## src/rtl/stream_mux_rr.sv

```systemverilog
// N-channel valid/ready stream mux with fixed-select or round-robin arbitration and one output
// register stage. Define STREAM_MUX_PKT_LOCK_EN to keep a round-robin grant for a whole packet.
module stream_mux_rr #(
    parameter int unsigned N_CH   = 4,
    parameter int unsigned DATA_W = 8,
    localparam int unsigned SEL_W = $clog2(N_CH)
) (
    input  logic                     clk,
    input  logic                     rst_n,
    input  logic [N_CH-1:0]          in_valid,
    input  logic [N_CH*DATA_W-1:0]   in_data,
    input  logic [N_CH-1:0]          in_last,
    output logic [N_CH-1:0]          in_ready,
    input  logic                     mode,
    input  logic [SEL_W-1:0]         sel,
    output logic                     out_valid,
    output logic [DATA_W-1:0]        out_data,
    output logic                     out_last,
    output logic [SEL_W-1:0]         out_ch,
    input  logic                     out_ready
);

    logic              out_valid_q, out_valid_d;
    logic [DATA_W-1:0] out_data_q, out_data_d;
    logic              out_last_q, out_last_d;
    logic [SEL_W-1:0]  out_ch_q, out_ch_d;
    logic [SEL_W-1:0]  rr_ptr_q, rr_ptr_d;
`ifdef STREAM_MUX_PKT_LOCK_EN
    logic              lock_q, lock_d;
    logic [SEL_W-1:0]  lock_ch_q, lock_ch_d;
`endif

    logic              load;
    logic              grant_any;
    logic              xfer;
    logic [SEL_W-1:0]  grant_idx;
    logic [SEL_W-1:0]  ptr_next;
    int unsigned       scan;

    // Grant: one winner encoded as grant_idx, qualified by grant_any.
    always_comb begin
        grant_any = 1'b0;
        grant_idx = '0;
        scan      = 0;
        if (!mode) begin
            if (32'(sel) < N_CH) begin
                grant_any = in_valid[sel];
                grant_idx = sel;
            end
        end else begin
            for (int unsigned k = 0; k < N_CH; k++) begin
                scan = 32'(rr_ptr_q) + k;
                if (scan >= N_CH) begin
                    scan = scan - N_CH;
                end
                if (!grant_any && in_valid[SEL_W'(scan)]) begin
                    grant_any = 1'b1;
                    grant_idx = SEL_W'(scan);
                end
            end
        end
`ifdef STREAM_MUX_PKT_LOCK_EN
        // A locked packet owns the mux even while its producer stalls.
        if (lock_q) begin
            grant_any = in_valid[lock_ch_q];
            grant_idx = lock_ch_q;
        end
`endif
    end

    always_comb begin
        load = !out_valid_q || out_ready;
        xfer = load && grant_any && rst_n;
        for (int unsigned i = 0; i < N_CH; i++) begin
            in_ready[i] = xfer && (grant_idx == SEL_W'(i));
        end
    end

    always_comb begin
        out_valid_d = out_valid_q;
        out_data_d  = out_data_q;
        out_last_d  = out_last_q;
        out_ch_d    = out_ch_q;
        rr_ptr_d    = rr_ptr_q;
        ptr_next    = (32'(grant_idx) == N_CH - 1) ? '0 : grant_idx + 1'b1;
        if (load) begin
            out_valid_d = grant_any;
        end
        if (xfer) begin
            out_data_d = in_data[grant_idx*DATA_W +: DATA_W];
            out_last_d = in_last[grant_idx];
            out_ch_d   = grant_idx;
        end
`ifdef STREAM_MUX_PKT_LOCK_EN
        lock_d    = lock_q;
        lock_ch_d = lock_ch_q;
        if (xfer && (lock_q || mode)) begin
            if (in_last[grant_idx]) begin
                lock_d   = 1'b0;
                rr_ptr_d = ptr_next;
            end else begin
                lock_d    = 1'b1;
                lock_ch_d = grant_idx;
            end
        end
`else
        if (xfer && mode) begin
            rr_ptr_d = ptr_next;
        end
`endif
    end

    always_ff @(posedge clk or negedge rst_n) begin
        if (!rst_n) begin
            out_valid_q <= 1'b0;
            out_data_q  <= '0;
            out_last_q  <= 1'b0;
            out_ch_q    <= '0;
            rr_ptr_q    <= '0;
`ifdef STREAM_MUX_PKT_LOCK_EN
            lock_q      <= 1'b0;
            lock_ch_q   <= '0;
`endif
        end else begin
            out_valid_q <= out_valid_d;
            out_data_q  <= out_data_d;
            out_last_q  <= out_last_d;
            out_ch_q    <= out_ch_d;
            rr_ptr_q    <= rr_ptr_d;
`ifdef STREAM_MUX_PKT_LOCK_EN
            lock_q      <= lock_d;
            lock_ch_q   <= lock_ch_d;
`endif
        end
    end

    assign out_valid = out_valid_q;
    assign out_data  = out_data_q;
    assign out_last  = out_last_q;
    assign out_ch    = out_ch_q;

endmodule

```

## config.mk

```make
export PLATFORM = sky130hd
export DESIGN_NAME = stream_mux_rr
export DESIGN_NICKNAME = d
export VERILOG_FILES = /design/src/rtl/stream_mux_rr.sv
export SDC_FILE = /design/constraint.sdc
export NUM_CORES = 1
export LEC_CHECK = 0
export CORE_ASPECT_RATIO = 0.7
export CORE_MARGIN = 1
export CORE_UTILIZATION = 43
export DETAILED_ROUTE_END_ITERATION = 8
export HOLD_SLACK_MARGIN = 0.08
export PLACE_DENSITY_LB_ADDON = 0.1
export SYNTH_ARGS = -nofsm -noshare
export SYNTH_HDL_FRONTEND = slang
export SYNTH_SLANG_ARGS = --single-unit
```

## constraint.sdc

```tcl
create_clock -name clk -period 3.1 [get_ports clk]
set_input_delay 0.62 -clock clk [delete_from_list [all_inputs] [get_ports clk]]
set_output_delay 0.62 -clock clk [all_outputs]
set_load 0.02 [all_outputs]
```

==> impl_metrics.prom <==
# TYPE chip_impl_metric gauge
chip_impl_info{name="run_status",value="finished clean"} 1
chip_impl_info{name="rsz_0062_raised_after_global_routing",value="false"} 1
chip_impl_metric{name="number_of_failing_setup_endpoints_in_the_final_timing_report",unit=""} 0
chip_impl_metric{name="grt_max_degree",unit=""} 15
chip_impl_metric{name="grt_util_all_layers",unit="%"} 24.8
chip_impl_metric{name="detail_route.iter0.violations",unit=""} 46
chip_impl_info{name="area_contributors_post_synth",value="dfrtp_1 29%, mux2i_1 16%, o221ai_2 11%"} 1
chip_impl_metric{name="grt_antenna_before_repair",unit=""} 0
chip_impl_metric{name="area_share_of_the_leading_cell_type_in_the_synthesized_netlist",unit="%"} 29.5
chip_impl_metric{name="synth_seq_cells",unit=""} 14
chip_impl_metric{name="timing.max_cap.violations",unit=""} 0
chip_impl_metric{name="yosys_warnings",unit=""} 0
chip_impl_info{name="final_cell_mix",value="55 x clkdlybuf4s50_1, 20 x buf_4, 19 x nand2_1, 19 x mux2i_1, 14 x dfrtp_1"} 1
chip_impl_info{name="cp-start-kind",value="input pin"} 1
chip_impl_metric{name="fin_crit_period",unit="ps"} 2950
chip_impl_metric{name="route.detailed.drc",unit=""} 0
chip_impl_info{name="mostFrequentLayoutCell",value="clkdlybuf4s50_1"} 1
chip_impl_info{name="path_cells",value="clkdlybuf4s50_1 > or3b_1 > o21bai_1 > o221a_2 > nand2b_4 > nor2b_1 > clkbuf_2"} 1
chip_impl_metric{name="cts_hold_buf",unit=""} 0
chip_impl_metric{name="synthesis.nets",unit=""} 161
chip_impl_metric{name="final_hold_viol_count",unit=""} 0
chip_impl_metric{name="worst-endpoint-arrival",unit="ps"} 2330
chip_impl_metric{name="netlist_area",unit="um2"} 1190
chip_impl_metric{name="ioPinCount",unit=""} 62
chip_impl_info{name="hold_end",value="out_ch[0]"} 1
chip_impl_metric{name="via_count_of_the_first_global_routing_pass",unit=""} 1178
chip_impl_metric{name="buffer_ports.inserted",unit=""} 61
chip_impl_metric{name="clkSlewWorstSetupHoldPaths",unit="ps"} 60
chip_impl_metric{name="rows",unit=""} 15
chip_impl_metric{name="hold_depth",unit=""} 2
chip_impl_metric{name="floorplan.die_area",unit="um2"} 2980
chip_impl_metric{name="syn2layout_area_growth",unit="%"} 63.7
chip_impl_metric{name="r2r_setup_slack",unit="ps"} 1110
chip_impl_metric{name="route.vias.total",unit=""} 1155
chip_impl_metric{name="synth_edf_count",unit=""} 0
chip_impl_metric{name="tritoncts.num_buffers",unit=""} 3
chip_impl_metric{name="cts_buffer_depth",unit=""} 2
chip_impl_metric{name="postSynthCellCount",unit=""} 115
chip_impl_metric{name="die-height",unit="um"} 46.0
chip_impl_metric{name="worstSkewPairLatency",unit="ps"} 240
chip_impl_info{name="cts_tree",value="yes"} 1
chip_impl_metric{name="fin_hold_ws",unit="ps"} 486
chip_impl_metric{name="max-slew-margin-rel",unit="%"} 76.4
chip_impl_metric{name="post_route_cells_drive_above_1_share",unit="%"} 24.9
chip_impl_info{name="area_leader_netlist",value="dfrtp_1"} 1
chip_impl_metric{name="clock.fmax",unit="MHz"} 339
chip_impl_info{name="critical_path.reg2reg.startpoint",value="rr_ptr_q[1]"} 1
chip_impl_metric{name="die_w",unit="um"} 64.8
chip_impl_metric{name="synth.lib_cells_used.distinct",unit=""} 39
chip_impl_metric{name="cp.required",unit="ps"} 2480
chip_impl_metric{name="power-per-cell-area",unit="nW/um2"} 547
chip_impl_info{name="timing.setup.critical_path_class",value="in2out"} 1
chip_impl_metric{name="antenna-diode-count",unit=""} 0
chip_impl_metric{name="fraction_of_the_yosys_area_taken_by_sequential_cells",unit="%"} 29.5
chip_impl_info{name="slowest_stage",value="clkdlybuf4s50_1"} 1
chip_impl_metric{name="h-tree-depth",unit=""} 1
chip_impl_metric{name="core_area",unit="um2"} 2530
chip_impl_metric{name="dpl.hpwl",unit="mm"} 2.74
chip_impl_metric{name="drt_pass_1_iters",unit=""} 4
chip_impl_metric{name="sinks_on_the_clock_net",unit=""} 14
chip_impl_metric{name="p_leak",unit="nW"} 0.871
chip_impl_metric{name="finalPower",unit="mW"} 1.06
chip_impl_metric{name="synth.avg_cell_area",unit="um2"} 10.3
chip_impl_metric{name="period_share",unit="%"} 95.2
chip_impl_info{name="crit-reg2reg-capture",value="out_data[4]"} 1
chip_impl_info{name="cts.root.buffer_cell",value="clkbuf_8"} 1
chip_impl_info{name="min_from",value="out_ch[0]"} 1
chip_impl_metric{name="grt-ovfl-total",unit=""} 0
chip_impl_metric{name="avgViaCountPerCell",unit=""} 5.18
chip_impl_metric{name="grt_pass1_wl",unit="mm"} 5.51
chip_impl_metric{name="skew",unit="ps"} 1.48
chip_impl_info{name="critPathCaptureType",value="output pin"} 1
chip_impl_metric{name="slew_violations",unit=""} 0
chip_impl_metric{name="routed_wirelength",unit="mm"} 3.45
chip_impl_metric{name="drt.antenna.violating_nets",unit=""} 0
chip_impl_metric{name="ff2ff_path_depth",unit=""} 7
chip_impl_metric{name="start_util",unit="%"} 46.9
chip_impl_metric{name="cp_max_fo",unit=""} 4
chip_impl_metric{name="final_weighted_congestion_in_routability_driven_placement",unit=""} 0.938
chip_impl_metric{name="asyncSetResetFlopFracSynth",unit="%"} 100
chip_impl_metric{name="ir_drop",unit="V"} 0.000349
chip_impl_metric{name="worst-slew-pin-transition",unit="ps"} 353
chip_impl_info{name="synthFlopType",value="dfrtp_1"} 1
chip_impl_metric{name="finalNetCount",unit=""} 236
chip_impl_info{name="hold_class",value="reg2reg"} 1
chip_impl_metric{name="max_stage_delay",unit="ps"} 490
chip_impl_metric{name="routed_wire_length_per_instance",unit="um"} 15.5
worst max-delay path by stage:
stage	start	end	slack, ps
after global routing	mode	in_ready[0]	60
after floorplan	in_valid[3]	in_ready[1]	450
after detailed placement	in_valid[3]	in_ready[0]	-330
final	mode	in_ready[0]	150
after global placement	in_valid[3]	in_ready[0]	-260
after CTS	sel[0]	in_ready[2]	-4
cells by family (layout without fill, tap and decap cells):
kind of cell,count (synthesis),after routing,share of synthesized area [%]
and+or+nand+nor,41,41,20.3
AOI/OAI and AO/OA,26,26,22.7
muxes,20,20,17.9
DFF,14,14,29.5
buffers and inverters,13,87,8.84
xor gates and xnor gates,1,1,0.737
critical path: cells and delay by family:
family | cells | cell delay (ps)
AOI/OAI and AO/OA | 2 | 350
buffers and inverters | 2 | 670
and+or+nand+nor | 3 | 700
synthesized netlist by cell type, drive strengths merged (2+ instances only):
| library cell | instances |
|---|---|
| o221ai | 9 |
| nor2b | 2 |
| inv | 2 |
| mux2i | 19 |
| o21ai | 2 |
| nor2 | 4 |
| nand2 | 20 |
| a21oi | 4 |
| and4bb | 2 |
| dfrtp | 14 |
| buf | 10 |
| nand2b | 6 |
sequential cells by signal, summed over array words and instances (netlist names):
signal	flops
out_ch	2
out_data	8
out_last	1
out_valid	1
rr_ptr_q	2
per-layer routing:
layer / up-vias / track usage (%) / wire length, um
met5: - / 0 / 0
met4: 0 / 3.11 / 17
met3: 2 / 6.25 / 235
met2: 40 / 41.3 / 1580
met1: 537 / 33.8 / 1610
li1: 576 / - / -
final cells by class:
class / count / area (um2)
inverters: 2 / 7.51
multi-input cells: 88 / 752
repair buffers: 81 / 738
clock buffers: 4 / 55.1
flip-flops and latches: 14 / 350
well taps: 34 / 42.5
fillers: 180 / 588
through the flow:
step	utilization [%]	setup WS (ps)	cell area [um2]	std cells	setup TNS (ps)
2_1_floorplan	-	453	1190	115	0
3_3_place_gp	74.8	-255	1890	219	-928
3_5_place_dp	74.8	-326	1890	219	-1100
4_1_cts	76.9	-3.57	1950	223	-3.57
5_1_grt	76.8	64.9	1950	223	0
6_report	76.8	149	1950	223	0
what timing repair did:
| item | CTS | global route |
|---|---|---|
| setup endpoints to repair | 4 | 4 |
| resized for setup | 8 | 9 |
| buffers inserted | 0 | 0 |
report_power, final:
| part | switching (mW) | internal [mW] | leakage, nW |
|---|---|---|---|
| sequential | 0.0657 | 0.244 | 0.169 |
| clock | 0.0662 | 0.112 | 0.0288 |
| combinational | 0.269 | 0.307 | 0.674 |
| total | 0.401 | 0.664 | 0.871 |
(Power assumes the default switching activity.)
